--- src/rtl/packet_gen.sv ---
// Synthetic metadata source feeding one ingress VOQ stage: emits pkt_count words
// at a fixed spacing with fixed, round-robin or LFSR-chosen destination ports.
module packet_gen #(
  parameter logic [1:0]  SRC_ID     = 2'd0,
  parameter int          META_WIDTH = 32,
  parameter logic [15:0] LFSR_SEED  = 16'hACE1
) (
  input  logic                  clk_i,
  input  logic                  rst_ni,
  input  logic                  experimenting_i,
  input  logic                  cfg_we_i,
  input  logic [1:0]            cfg_addr_i,
  input  logic [15:0]           cfg_data_i,
  input  logic [15:0]           global_time_i,
  output logic [META_WIDTH-1:0] ingress_in_o,
  output logic                  ingress_in_en_o,
  output logic                  busy_o,
  output logic                  done_o,
  output logic [15:0]           sent_cnt_o
);

  // state  | meaning
  // S_IDLE | configurable, waiting for a rising edge of experimenting
  // S_EMIT | one word presented to ingress this cycle
  // S_WAIT | spacing countdown between two words
  // S_DONE | run finished, held until experimenting falls
  typedef enum logic [1:0] {S_IDLE, S_EMIT, S_WAIT, S_DONE} state_t;

  state_t      state_q, state_d;
  logic        exp_prev_q;
  logic [15:0] pkt_count_q;
  logic [15:0] interval_q;
  logic [1:0]  mode_q;
  logic [1:0]  fixed_dest_q;
  logic [15:0] lfsr_q;
  logic [15:0] lfsr_d;
  logic [11:0] seq_q;
  logic [1:0]  rr_q;
  logic [15:0] sent_cnt_q;
  logic [15:0] wait_cnt_q;
  logic        en_q;
  logic        busy_q;
  logic        done_q;

  logic [15:0] interval_eff;
  logic        start_edge;
  logic        last_pkt;
  logic [1:0]  dest;

  assign interval_eff = (interval_q == 16'd0) ? 16'd1 : interval_q;
  assign start_edge   = experimenting_i & ~exp_prev_q;
  assign last_pkt     = ((sent_cnt_q + 16'd1) == pkt_count_q);

  // Fibonacci LFSR, taps 16,14,13,11
  assign lfsr_d = {lfsr_q[14:0], lfsr_q[15] ^ lfsr_q[13] ^ lfsr_q[12] ^ lfsr_q[10]};

  always_comb begin
    dest = fixed_dest_q;
    case (mode_q)
      2'd1:    dest = rr_q;
      2'd2:    dest = lfsr_q[1:0];
      default: dest = fixed_dest_q;
    endcase
  end

  always_comb begin
    state_d = state_q;
    case (state_q)
      S_IDLE: begin
        if (start_edge) state_d = (pkt_count_q != 16'd0) ? S_EMIT : S_DONE;
      end
      S_EMIT: begin
        if (!experimenting_i)          state_d = S_IDLE;
        else if (last_pkt)             state_d = S_DONE;
        else if (interval_eff == 16'd1) state_d = S_EMIT;
        else                           state_d = S_WAIT;
      end
      S_WAIT: begin
        if (!experimenting_i)         state_d = S_IDLE;
        else if (wait_cnt_q == 16'd0) state_d = S_EMIT;
      end
      S_DONE: begin
        if (!experimenting_i) state_d = S_IDLE;
      end
      default: state_d = S_IDLE;
    endcase
  end

  always_ff @(posedge clk_i or negedge rst_ni) begin
    if (!rst_ni) begin
      state_q      <= S_IDLE;
      exp_prev_q   <= 1'b0;
      pkt_count_q  <= 16'd0;
      interval_q   <= 16'd1;
      mode_q       <= 2'd0;
      fixed_dest_q <= 2'd0;
      lfsr_q       <= LFSR_SEED;
      seq_q        <= 12'd0;
      rr_q         <= 2'd0;
      sent_cnt_q   <= 16'd0;
      wait_cnt_q   <= 16'd0;
      en_q         <= 1'b0;
      busy_q       <= 1'b0;
      done_q       <= 1'b0;
    end else begin
      state_q    <= state_d;
      exp_prev_q <= experimenting_i;
      en_q       <= (state_d == S_EMIT);
      busy_q     <= (state_d == S_EMIT) || (state_d == S_WAIT);
      done_q     <= (state_d == S_DONE);

      if (cfg_we_i && (state_q == S_IDLE)) begin
        case (cfg_addr_i)
          2'd0: pkt_count_q <= cfg_data_i;
          2'd1: interval_q  <= cfg_data_i;
          2'd2: begin
            mode_q       <= cfg_data_i[1:0];
            fixed_dest_q <= cfg_data_i[3:2];
          end
          default: ;
        endcase
      end

      case (state_q)
        S_IDLE: begin
          if (start_edge && (pkt_count_q != 16'd0)) begin
            sent_cnt_q <= 16'd0;
            seq_q      <= 12'd0;
            lfsr_q     <= LFSR_SEED;
            rr_q       <= 2'd0;
          end
        end
        // An EMIT cycle that coincides with an abort still presented its word,
        // so it is counted like any other.
        S_EMIT: begin
          sent_cnt_q <= sent_cnt_q + 16'd1;
          seq_q      <= seq_q + 12'd1;
          rr_q       <= rr_q + 2'd1;
          lfsr_q     <= lfsr_d;
          wait_cnt_q <= interval_eff - 16'd2;
        end
        S_WAIT: begin
          if (wait_cnt_q != 16'd0) wait_cnt_q <= wait_cnt_q - 16'd1;
        end
        default: ;
      endcase
    end
  end

  // Timestamp is taken live so it reflects the emitting cycle itself.
  assign ingress_in_o    = en_q ? {SRC_ID, dest, seq_q, global_time_i} : '0;
  assign ingress_in_en_o = en_q;
  assign busy_o          = busy_q;
  assign done_o          = done_q;
  assign sent_cnt_o      = sent_cnt_q;

endmodule

--- config.mk ---
export PLATFORM = sky130hd
export DESIGN_NAME = packet_gen
export DESIGN_NICKNAME = d
export VERILOG_FILES = /design/src/rtl/packet_gen.sv
export SDC_FILE = /design/constraint.sdc
export NUM_CORES = 1
export LEC_CHECK = 0
export ABC_AREA = 1
export CAP_MARGIN = 10
export CORE_MARGIN = 3
export CORE_UTILIZATION = 45
export CTS_CLUSTER_SIZE = 12
export DETAILED_ROUTE_END_ITERATION = 8
export PLACE_DENSITY = 0.75
export SLEW_MARGIN = 10
export SYNTH_ARGS = -nofsm -noshare
export SYNTH_HDL_FRONTEND = slang
export SYNTH_SLANG_ARGS = --single-unit
--- constraint.sdc ---
create_clock -name clk_i -period 1.8 [get_ports clk_i]
set_input_delay 0.27 -clock clk_i [delete_from_list [all_inputs] [get_ports clk_i]]
set_output_delay 0.27 -clock clk_i [all_outputs]
set_load 0.005 [all_outputs]
==> results.py <==
metrics = {
    "clock_network": {
        "clk-insertion-delay-late_ns": 0.35,
        "cts_made_buffers": 9,
        "cts-htree-levels": 3,
        "cts_tree": "built",
        "cts_max_path_buffers": 2,
        "worst_path_clk_slew_ns": 0.08,
        "total_number_of_clock_tree_sinks": 104,
        "cts_root_buf": "sky130_fd_sc_hd__clkbuf_16",
    },
    "synth": {
        "synth.yosys.seq_area_share_pct": 43.92,
        "yosysTopAreaCell": "sky130_fd_sc_hd__dfrtp_1",
        "yosys_warnings": 0,
        "synth_area_per_cell_sq_um": 7.204,
        "async_flop_share_pct": 100.0,
        "netlist_area_sq_um": 5951,
        "synth_seq_cells": 104,
        "top_area_cell_type_share_of_the_netlist_area_pct": 39.95,
        "synth_edf_count": 0,
        "yosysUniqueCellTypes": 41,
        "synthFlopType": "sky130_fd_sc_hd__dfrtp_1",
        "yosys-top-cells-area": "sky130_fd_sc_hd__dfrtp_1 40%, sky130_fd_sc_hd__nand2_1 14%, sky130_fd_sc_hd__inv_1 8.9%, sky130_fd_sc_hd__o21ai_0 6.4%, sky130_fd_sc_hd__nand3_1 4.9%",
        "syn-instance-count": 826,
    },
    "critical_path": {
        "critical_path.startpoint_type": "register",
        "critPathArrivalTime_ns": 2.50,
        "critical_path.max_fanout": 7,
        "crit_required_ns": 2.05,
        "critical_path.reg2reg.startpoint": "sent_cnt_o[1]$_DFFE_PN0P_",
        "capturing_point_of_the_worst_reg2reg_path": "busy_o$_DFF_PN0_",
        "end_kind": "register",
        "critPathCapture": "busy_o$_DFF_PN0_",
        "timing.reg2reg.setup_slack_ns": -0.45,
        "timing.reg2reg.worst_path_depth": 17,
        "category_of_the_most_critical_setup_path": "register to register",
        "crit_path_start": "sent_cnt_o[1]$_DFFE_PN0P_",
    },
    "grt": {
        "global_route.usage.total_pct": 22.70,
        "global_route.overflow_total": 0,
        "grt_max_degree": 35,
        "vias_in_the_first_global_route": 5692,
        "initial_antenna_violation_count": 0,
        "grt_first_pass_wirelength_mm": 26.94,
    },
    "cells_and_area": {
        "drive_above_1_share_pct": 21.40,
        "utilization_after_layout_pct": 65.54,
        "syn_to_final_growth_pct": 40.69,
        "finalNetCount": 1055,
        "final_standard_cell_count_with_taps_included_and_fillers_excluded": 1186,
        "antennaDiodeCount": 0,
        "sequential_cell_area_sq_um": 2619,
        "multi_input_area_sq_um": 2952,
        "layout_commonest_cell": "sky130_fd_sc_hd__nand2_1",
        "layout.cells.most_common_list": "202 x sky130_fd_sc_hd__nand2_1, 135 x sky130_fd_sc_hd__inv_1, 97 x sky130_fd_sc_hd__buf_4, 91 x sky130_fd_sc_hd__dfrtp_1, 72 x sky130_fd_sc_hd__o21ai_0",
        "fill_cells": 1059,
    },
    "detailed_routing": {
        "drt-pass1-iter-count": 5,
        "detail-route-antenna-nets": 0,
        "vias": 6015,
        "routed_via_density": 5.072,
        "post-route-drc-count": 0,
        "detail_route.iter0.violations": 481,
        "postRouteWirelength_mm": 16.32,
        "routed_wire_length_per_instance_microns": 13.76,
    },
    "power_and_ir_drop": {
        "p_per_area_nw_per_um2": 1104,
        "ir_drop_uv": 543.1,
        "leakage_power_nw": 4.413,
    },
    "timing": {
        "whs_ns": 0.3949,
        "final_hold_violations": 0,
        "final.min_clock_period_ns": 2.255,
        "fmax_mhz": 443.5,
        "final_max_slew_viol_count": 0,
        "grt_setup_unrepaired": "true",
        "fin_worst_skew_ns": 0.006987,
        "final_critical_path_setup_slack_ns": -0.4548,
        "fin_setup_tns_ns": -1.292,
        "setup_viol_count_final": 5,
        "finalCritPeriodShare_pct": 125.3,
    },
    "floorplan": {
        "placement_rows": 41,
        "i_o_pin_cnt": 89,
        "core_sq_um": 12770,
        "die_outline_area_sq_um": 14640,
        "die_w_microns": 121.0,
        "fp.dieH_microns": 121.0,
        "start_util_pct": 46.59,
    },
    "placed_design": {
        "dp.cells": 1151,
        "gp_routability_congestion": 0.8758,
        "io_buffers": 86,
        "preCtsSetupSlack_ns": -0.3641,
        "dp_hpwl_mm": 11.48,
    },
    "status": {
        "run_status": "finished with violations",
        "violations_in_the_final_reports": "setup timing",
    },
    "worst_hold_path": {
        "worst_hold_path_type": "input port to asynchronous set/reset pin",
    },
    "flow_run": {
        "max_cap_viol_count": 0,
    },
}
what timing repair did:
item                                   CTS  global route
cloned                                   3             1
endpoints found under the hold margin   26             0
setup endpoints to repair               52            55
gates resized for setup                 67            53
setup buffers                            5             9
pin swaps                               26            23
hold buffers                             1             0
where the power goes:
group	switching, mW	total [mW]	internal (mW)
logic	1.89	3.57	1.68
clock network	0.915	2.08	1.17
registers	0.550	3.59	3.04
total	3.36	9.24	5.89
worst min path at each step:
stage,from,to,slack [ns],depth (start not counted)
2_1_floorplan,rst_ni,busy_o$_DFF_PN0_,-0.03,0
3_3_place_gp,rst_ni,wait_cnt_q[4]$_DFFE_PN0P_,0.23,1
3_5_place_dp,rst_ni,wait_cnt_q[3]$_DFFE_PN0P_,0.23,1
4_1_cts,rst_ni,wait_cnt_q[4]$_DFFE_PN0P_,0.40,2
5_1_grt,rst_ni,wait_cnt_q[4]$_DFFE_PN0P_,0.42,2
6_report,rst_ni,wait_cnt_q[3]$_DFFE_PN0P_,0.39,2
layer usage:
layer / GRT usage [%] / vias to the layer above / part of all wire [%]
li1: - / 3001 / -
met1: 30.52 / 2794 / 44
met2: 37.17 / 193 / 47
met3: 4.755 / 27 / 7.1
met4: 6.586 / 0 / 1.8
met5: 0 / - / 0
synth_stat cells (3+ instances only):
master	n
sky130_fd_sc_hd__o21ai_0	76
sky130_fd_sc_hd__nor3_1	8
sky130_fd_sc_hd__o22ai_1	13
sky130_fd_sc_hd__inv_1	141
sky130_fd_sc_hd__nand4_1	11
sky130_fd_sc_hd__a22oi_1	9
sky130_fd_sc_hd__o21ai_1	6
sky130_fd_sc_hd__nor2_1	76
sky130_fd_sc_hd__buf_2	3
sky130_fd_sc_hd__dfstp_2	9
sky130_fd_sc_hd__nor2_4	4
sky130_fd_sc_hd__xnor2_1	6
sky130_fd_sc_hd__nand3_1	58
sky130_fd_sc_hd__or2_2	4
sky130_fd_sc_hd__a31oi_1	12
sky130_fd_sc_hd__nand2_1	215
sky130_fd_sc_hd__clkbuf_1	19
sky130_fd_sc_hd__xor2_1	6
sky130_fd_sc_hd__nor2_2	5
sky130_fd_sc_hd__dfrtp_1	95
sky130_fd_sc_hd__ha_1	8
sky130_fd_sc_hd__a21oi_1	15
sky130_fd_sc_hd__nand2_2	3
sky130_fd_sc_hd__nand3_2	3
per-stage QoR:
stage | area [sq um] | power [mW]
2_1_floorplan | 5968 | 5.363
3_3_place_gp | 7641 | 6.700
3_5_place_dp | 7641 | 6.783
4_1_cts | 8135 | 9.045
5_1_grt | 8372 | 9.892
6_report | 8372 | 9.244
cell families after synthesis:
| family | after synthesis | synth area share, % |
|---|---|---|
| AO/OA/AOI/OAI | 139 | 13.04 |
| XOR/XNOR | 12 | 1.766 |
| adder cells (fa/ha/maj) | 8 | 1.682 |
| buffers and inverters | 167 | 10.72 |
| flip-flops | 104 | 43.92 |
| multiplexers | 1 | 0.1682 |
| other | 1 | 0.06302 |
| AND/OR/NAND/NOR | 394 | 28.64 |
registers in the layout (all words and copies together) (netlist names), 2 cells and up:
register      cells
wait_cnt_q       16
interval_q       16
seq_q            12
lfsr_q           16
mode_q            2
state_q           2
fixed_dest_q      2
sent_cnt_o       16
pkt_count_q      16
rr_q              2
worst max-delay path: stages, from the launching register on:
cell and delay [ns]:
sky130_fd_sc_hd__dfrtp_1 0.43, sky130_fd_sc_hd__buf_6 0.14, sky130_fd_sc_hd__nand2_4 0.05, sky130_fd_sc_hd__nor2_4 0.25, sky130_fd_sc_hd__buf_6 0.15, sky130_fd_sc_hd__nand3_2 0.08, sky130_fd_sc_hd__nand3_2 0.09, sky130_fd_sc_hd__nand2_2 0.07
sky130_fd_sc_hd__nor2_2 0.09, sky130_fd_sc_hd__nand2_1 0.07, sky130_fd_sc_hd__nor2_2 0.11, sky130_fd_sc_hd__nand3_2 0.08, sky130_fd_sc_hd__nand2_1 0.06, sky130_fd_sc_hd__nand2_1 0.06, sky130_fd_sc_hd__nand2_1 0.06, sky130_fd_sc_hd__nor2_1 0.04
sky130_fd_sc_hd__ha_1 0.27, sky130_fd_sc_hd__inv_1 0.04
final cells by class:
type                            instances  share of cell area, %
Clock buffer                           11                  3.019
Clock inverter                          5                 0.7323
Inverter                              143                  6.412
Multi-Input combinational cell        556                  35.26
Sequential cell                       104                  31.28
Tap cell                              172                  2.571
Timing Repair Buffer                  195                  20.73
Note: power is estimated with default switching activity, not from simulation.
